$ cat src/rtl/a0_uart_tx_if.sv
// Bundle between the CPU a0 result and the UART streamer.
// The master drives a0; the slave returns the serial line and queue status.
interface a0_uart_tx_if #(
  parameter int DATA_WIDTH = 32,
  parameter int FIFO_DEPTH = 4
);
  logic [DATA_WIDTH-1:0]              a0;
  logic                               tx;
  logic                               busy;
  logic                               overflow;
  logic [$clog2(FIFO_DEPTH+1)-1:0]    fifo_count;

  modport master (output a0, input tx, busy, overflow, fifo_count);
  modport slave  (input a0, output tx, busy, overflow, fifo_count);
endinterface

$ cat src/rtl/a0_uart_tx.sv
// Queues every change of a0 and streams each queued word as UART 8N1 bytes,
// least-significant byte first.
module a0_uart_tx #(
  parameter int DATA_WIDTH   = 32,
  parameter int CLKS_PER_BIT = 868,
  parameter int FIFO_DEPTH   = 4
) (
  input  logic         clk,
  input  logic         rst,
  a0_uart_tx_if.slave  bus
);
  localparam int NBYTES = DATA_WIDTH / 8;
  localparam int CW     = $clog2(FIFO_DEPTH + 1);
  localparam int PW     = $clog2(FIFO_DEPTH);
  localparam int CNT_W  = $clog2(CLKS_PER_BIT);
  localparam int BYTE_W = (NBYTES > 1) ? $clog2(NBYTES) : 1;

  typedef enum logic [1:0] {IDLE, START, DATA, STOP} state_e;

  state_e                 state_q;
  logic                   tx_q;
  logic [CNT_W-1:0]       clk_cnt_q;
  logic [2:0]             bit_idx_q;
  logic [BYTE_W-1:0]      byte_idx_q;
  logic [DATA_WIDTH-1:0]  shift_q;
  logic [DATA_WIDTH-1:0]  last_q;
  logic [PW-1:0]          wr_ptr_q;
  logic [PW-1:0]          rd_ptr_q;
  logic [CW-1:0]          count_q;
  logic                   overflow_q;
  logic [DATA_WIDTH-1:0]  mem_q [FIFO_DEPTH];

  logic pop, chg, full, push, wrap;

  always_comb begin
    pop  = (state_q == IDLE) && (count_q != '0);
    chg  = (bus.a0 != last_q);
    full = (count_q == CW'(FIFO_DEPTH));
    // a full FIFO still accepts a push when the same edge pops
    push = chg && (!full || pop);
    wrap = (clk_cnt_q == CNT_W'(CLKS_PER_BIT - 1));
  end

  always_ff @(posedge clk) begin
    if (push) mem_q[wr_ptr_q] <= bus.a0;
  end

  always_ff @(posedge clk or posedge rst) begin
    if (rst) begin
      state_q    <= IDLE;
      tx_q       <= 1'b1;
      clk_cnt_q  <= '0;
      bit_idx_q  <= '0;
      byte_idx_q <= '0;
      shift_q    <= '0;
      last_q     <= '0;
      wr_ptr_q   <= '0;
      rd_ptr_q   <= '0;
      count_q    <= '0;
      overflow_q <= 1'b0;
    end else begin
      if (chg)          last_q     <= bus.a0;
      if (push)         wr_ptr_q   <= wr_ptr_q + 1'b1;
      if (chg && !push) overflow_q <= 1'b1;
      if (pop)          rd_ptr_q   <= rd_ptr_q + 1'b1;
      count_q <= count_q + CW'(push) - CW'(pop);

      if (state_q != IDLE) clk_cnt_q <= wrap ? '0 : clk_cnt_q + 1'b1;

      // the word is shifted right one bit per data bit, so after eight
      // shifts the next byte sits in the low bits
      case (state_q)
        IDLE: begin
          if (pop) begin
            shift_q    <= mem_q[rd_ptr_q];
            byte_idx_q <= '0;
            clk_cnt_q  <= '0;
            tx_q       <= 1'b0;
            state_q    <= START;
          end
        end
        START: begin
          if (wrap) begin
            bit_idx_q <= '0;
            tx_q      <= shift_q[0];
            state_q   <= DATA;
          end
        end
        DATA: begin
          if (wrap) begin
            shift_q <= shift_q >> 1;
            if (bit_idx_q == 3'd7) begin
              tx_q    <= 1'b1;
              state_q <= STOP;
            end else begin
              bit_idx_q <= bit_idx_q + 1'b1;
              tx_q      <= shift_q[1];
            end
          end
        end
        STOP: begin
          if (wrap) begin
            if (byte_idx_q != BYTE_W'(NBYTES - 1)) begin
              byte_idx_q <= byte_idx_q + 1'b1;
              tx_q       <= 1'b0;
              state_q    <= START;
            end else begin
              state_q <= IDLE;
            end
          end
        end
        default: state_q <= IDLE;
      endcase
    end
  end

  assign bus.tx         = tx_q;
  assign bus.busy       = (state_q != IDLE) || (count_q != '0);
  assign bus.overflow   = overflow_q;
  assign bus.fifo_count = count_q;
endmodule

$ cat src/flat_wrapper.sv
// flat-port wrapper written by rule: the top's interface ports become plain ports
module a0_uart_tx_flat 
#(
  parameter int DATA_WIDTH   = 32,
  parameter int CLKS_PER_BIT = 868,
  parameter int FIFO_DEPTH   = 4
)
  (clk, rst, bus_a0, bus_tx, bus_busy, bus_overflow, bus_fifo_count);
  a0_uart_tx_if #(.DATA_WIDTH(DATA_WIDTH), .FIFO_DEPTH(FIFO_DEPTH)) bus_i ();
  input  logic clk;
  input  logic rst;
  input wire logic [$bits(bus_i.a0)-1:0] bus_a0;
  output wire logic [$bits(bus_i.tx)-1:0] bus_tx;
  output wire logic [$bits(bus_i.busy)-1:0] bus_busy;
  output wire logic [$bits(bus_i.overflow)-1:0] bus_overflow;
  output wire logic [$bits(bus_i.fifo_count)-1:0] bus_fifo_count;
  assign bus_i.a0 = bus_a0;
  assign bus_tx = bus_i.tx;
  assign bus_busy = bus_i.busy;
  assign bus_overflow = bus_i.overflow;
  assign bus_fifo_count = bus_i.fifo_count;
  a0_uart_tx #(.DATA_WIDTH(DATA_WIDTH), .CLKS_PER_BIT(CLKS_PER_BIT), .FIFO_DEPTH(FIFO_DEPTH)) u_core (.clk(clk), .rst(rst), .bus(bus_i));
endmodule
$ cat config.mk
export PLATFORM = sky130hd
export DESIGN_NAME = a0_uart_tx_flat
export DESIGN_NICKNAME = d
export VERILOG_FILES = /design/src/rtl/a0_uart_tx_if.sv /design/src/rtl/a0_uart_tx.sv /design/src/flat_wrapper.sv
export SDC_FILE = /design/constraint.sdc
export NUM_CORES = 1
export LEC_CHECK = 0
export CORE_MARGIN = 4
export CORE_UTILIZATION = 55
export CTS_CLUSTER_DIAMETER = 60
export DETAILED_ROUTE_END_ITERATION = 10
export GPL_TIMING_DRIVEN = 0
export HOLD_SLACK_MARGIN = 0.05
export PLACE_DENSITY = 0.74
export SYNTH_ARGS = -nofsm -noshare
export SYNTH_HDL_FRONTEND = slang
export SYNTH_SLANG_ARGS = --single-unit
$ cat constraint.sdc
create_clock -name clk -period 5.9 [get_ports clk]
set_input_delay 1.18 -clock clk [delete_from_list [all_inputs] [get_ports clk]]
set_output_delay 1.18 -clock clk [all_outputs]
set_load 0.02 [all_outputs]
==> impl_metrics.ini <==
[status]
status = finished, final reports clean

[critical_path]
cp-start-kind = primary input
critical_path.endpoint_type = register
r2r_cells = 6
worstSetupPathType = in -> reg
reg2reg_slack_ns = 2.96
crit_arrival_ns = 4.06
cp_top_family = simple AND/OR/NAND/NOR gates
rr_endpoint = u_core.mem_q[0][12]
critPathBufInv = 2
critPathSlowestCell = nor4_1
path_max_fanout = 18
crit_chain = clkdlybuf4s50_1 > xnor2_1 > nand4_1 > nor4_1 > a21oi_1 > and2_2 > buf_16
r2r-start = u_core.last_q[20]
crit_required_ns = 6.14
slowest_delay_ns = 0.71

[place]
place_area_sq_um = 9600
dp_hpwl_microns = 10600
gp_congestion = 0.845
numPortBuffers = 39

[detailed_routing]
ant_nets = 0
routed_wirelength_microns = 16800
drcViolationCount = 0
vias = 4843
dr.pass1.iters = 5
drt-wirelength-per-cell_microns = 19.3
drt_iter0_markers = 362
vias_per_cell = 5.57

[synth]
synth.distinct_cells = 44
syn_area_sq_um = 8810
ys_top_cells_by_count = edfxtp_1, dfrtp_1, nand2_1
ys_seq_elements = 218
synth-edff-count = 128
synth-main-ff-cell = edfxtp_1
synth_fp_nets = 618
ys_top_cells_by_area = edfxtp_1, dfrtp_1, mux4_2
synth_top_cell_by_area = edfxtp_1
yosysWarnings = 0
netlist_instances = 569
synth_most_common_cell = edfxtp_1
yosysTopAreaCellShare_pct = 43.6
synth_seq_area_share_pct = 69.2
postSynthAreaPerCell_sq_um = 15.5
async_flop_share_pct = 41.3

[power]
power.leakage_nw = 4.02
p_switching_mw = 0.725
swShare_pct = 21.2
power_frac_seq_pct = 53.2
power.density_nw_per_um2 = 331
pwr-share-clk_pct = 41.2
comb_power_share_pct = 5.6
ir_drop_mv = 0.271
p_int_mw = 2.69

[clock_tree]
clock-sinks = 218
cts-resized-gates = 0
cts_tree = yes
cts-root-buf = clkbuf_16
numCtsBuffers = 22
cts_hold_buf = 0
clkLatencyLatePin_ns = 0.49
cts_setup_buffers = 0
cts.path.max_buffers = 3
path_clk_slew_ns = 0.06
htree_levels = 1

[global_routing]
grt_max_degree = 57
grt.overflow.total = 0
antenna_found_initial = 0
grt_pass1_vias = 5047
grt.total_usage_pct = 19.3
grt_pass1_wl_microns = 26800

[final_layout]
fillCellCount = 1114
final_nets = 686
drive_above_1_share_pct = 13.6
antennaDiodeCount = 0
syn2layout_area_growth_pct = 17.3
final_cell_area_sq_um = 10300

[run]
drv_cap = 0

[floorplan]
coreArea_sq_um = 15800
floorplan.initialDensity_pct = 55.9
die_w_microns = 135
ioPinCount = 40
num_rows = 46
die_area_sq_um = 18100
die_h_microns = 135

[timing]
maxSlewViolCount = 0
tightest_slew_ns = 0.763
fin_crit_ns = 3.82
max-slew-margin-rel_pct = 48.6
grt_setup_unrepaired = no
tns_ns = 0
min_period_over_period_pct = 64.7
setup_viol_count_final = 0
finalHoldViolations = 0
clock_skew_ns = 0.0112
max_clock_freq_ghz = 0.262

[hold_path]
min_to = u_core.shift_q[4]
hp-class = reg -> reg
hold_start = u_core.shift_q[4]
whs_path_depth = 2
## logic make-up after synthesis
kind of cell | after synthesis | share of synthesized area (%)
simple gates | 97 | 5.24
compound gates | 69 | 4.49
xor+xnor | 39 | 3.88
flops | 218 | 69.2
fa+ha+maj | 15 | 2.21
mux | 67 | 12.2
buf+inv | 64 | 2.80
## sequential cells by signal, summed over array words and instances, names as in the netlist
| signal | flops |
|---|---|
| u_core.clk_cnt_q | 10 |
| u_core.bit_idx_q | 3 |
| u_core.bus.fifo_count | 3 |
| u_core.shift_q | 32 |
| u_core.bus.overflow | 1 |
| u_core.rd_ptr_q | 2 |
| u_core.mem_q | 128 |
| u_core.bus.tx | 1 |
| u_core.byte_idx_q | 2 |
| u_core.last_q | 32 |
| u_core.wr_ptr_q | 2 |
| u_core.state_q | 2 |
## power groups by stage
stage / Sequential (mW) / Clock, mW / Combinational, mW
2_1_floorplan: 1.82 / 0 / 0.116
3_3_place_gp: 1.84 / 0 / 0.170
3_5_place_dp: 1.84 / 0 / 0.188
4_1_cts: 1.82 / 1.43 / 0.193
5_1_grt: 1.83 / 1.50 / 0.219
6_report: 1.82 / 1.41 / 0.190
## routing by layer
metal,GRT usage [%],vias to the layer above,wire length (microns)
li1,-,2205,-
met1,25.8,2481,6930
met2,32.7,122,8540
met3,3.61,35,813
met4,6.11,0,471
met5,0,-,0
## through the flow
step                      instances  worst slack (ns)  hold WS (ns)  util, %  total power [mW]
after global placement          824             0.878         0.462     60.1              2.01
after detailed placement        829              1.60         0.471     60.9              2.03
after floorplan                 569              2.39         0.449        -              1.94
after global routing            869              1.92         0.522     65.6              3.55
final                           869              2.08         0.483     65.6              3.42
after CTS                       869              2.07         0.485     65.6              3.44
## layout by cell type (no fill, tap or decap), types with 2 or more instances in the layout
cell / Yosys / layout
ha_1: 14 / 14
mux2_2: 4 / 4
xnor2_1: 38 / 38
nor4_1: 4 / 4
nor3_1: 5 / 5
clkbuf_1: 46 / 50
and2_1: 6 / 2
nor2_1: 10 / 10
inv_1: 11 / 10
mux4_2: 32 / 32
o31ai_1: 4 / 4
edfxtp_1: 128 / 128
clkbuf_16: 0 / 23
nand3_1: 2 / 2
and2_2: 0 / 4
nand4_1: 8 / 8
clkdlybuf4s50_1: 0 / 39
buf_2: 4 / 4
a22o_1: 3 / 3
and3_1: 4 / 4
mux2i_1: 31 / 31
a21oi_1: 5 / 5
nand2_1: 50 / 50
dfrtp_1: 89 / 89
clkinv_2: 0 / 4
clkinv_1: 1 / 5
bufinv_16: 0 / 3
buf_16: 0 / 2
buf_12: 0 / 3
o21ai_0: 49 / 49
clkbuf_8: 0 / 2
## worst max path at each step
stage               depth (start not counted)              start                  end
floorplan                                   1                rst  u_core.bit_idx_q[0]
global placement                            2                rst    u_core.shift_q[2]
detailed placement                          7         bus_a0[20]  u_core.mem_q[0][12]
CTS                                         6  u_core.state_q[0]             bus_busy
global route                                6  u_core.state_q[0]             bus_busy
finish                                      7         bus_a0[20]  u_core.mem_q[0][12]
## area by class of cell
class | count | area (sq um) | share of cell area [%]
inverter | 13 | 51.3 | 0.496
timing repair buffer | 44 | 505 | 4.89
buffer | 51 | 198 | 1.91
clock buffer | 29 | 618 | 5.98
clock inverter | 11 | 125 | 1.21
multi-input combinational | 287 | 2470 | 23.9
sequential | 218 | 6100 | 59.0
tap | 216 | 270 | 2.61
## worst min-delay path: cells and delay by family, from the launching register on
family           cells  cell delay [ns]
AO/OA/AOI/OAI        1             0.06
flip-flops           1             0.34
AND/OR/NAND/NOR      1             0.05
Note: power is estimated with default switching activity, not from simulation.
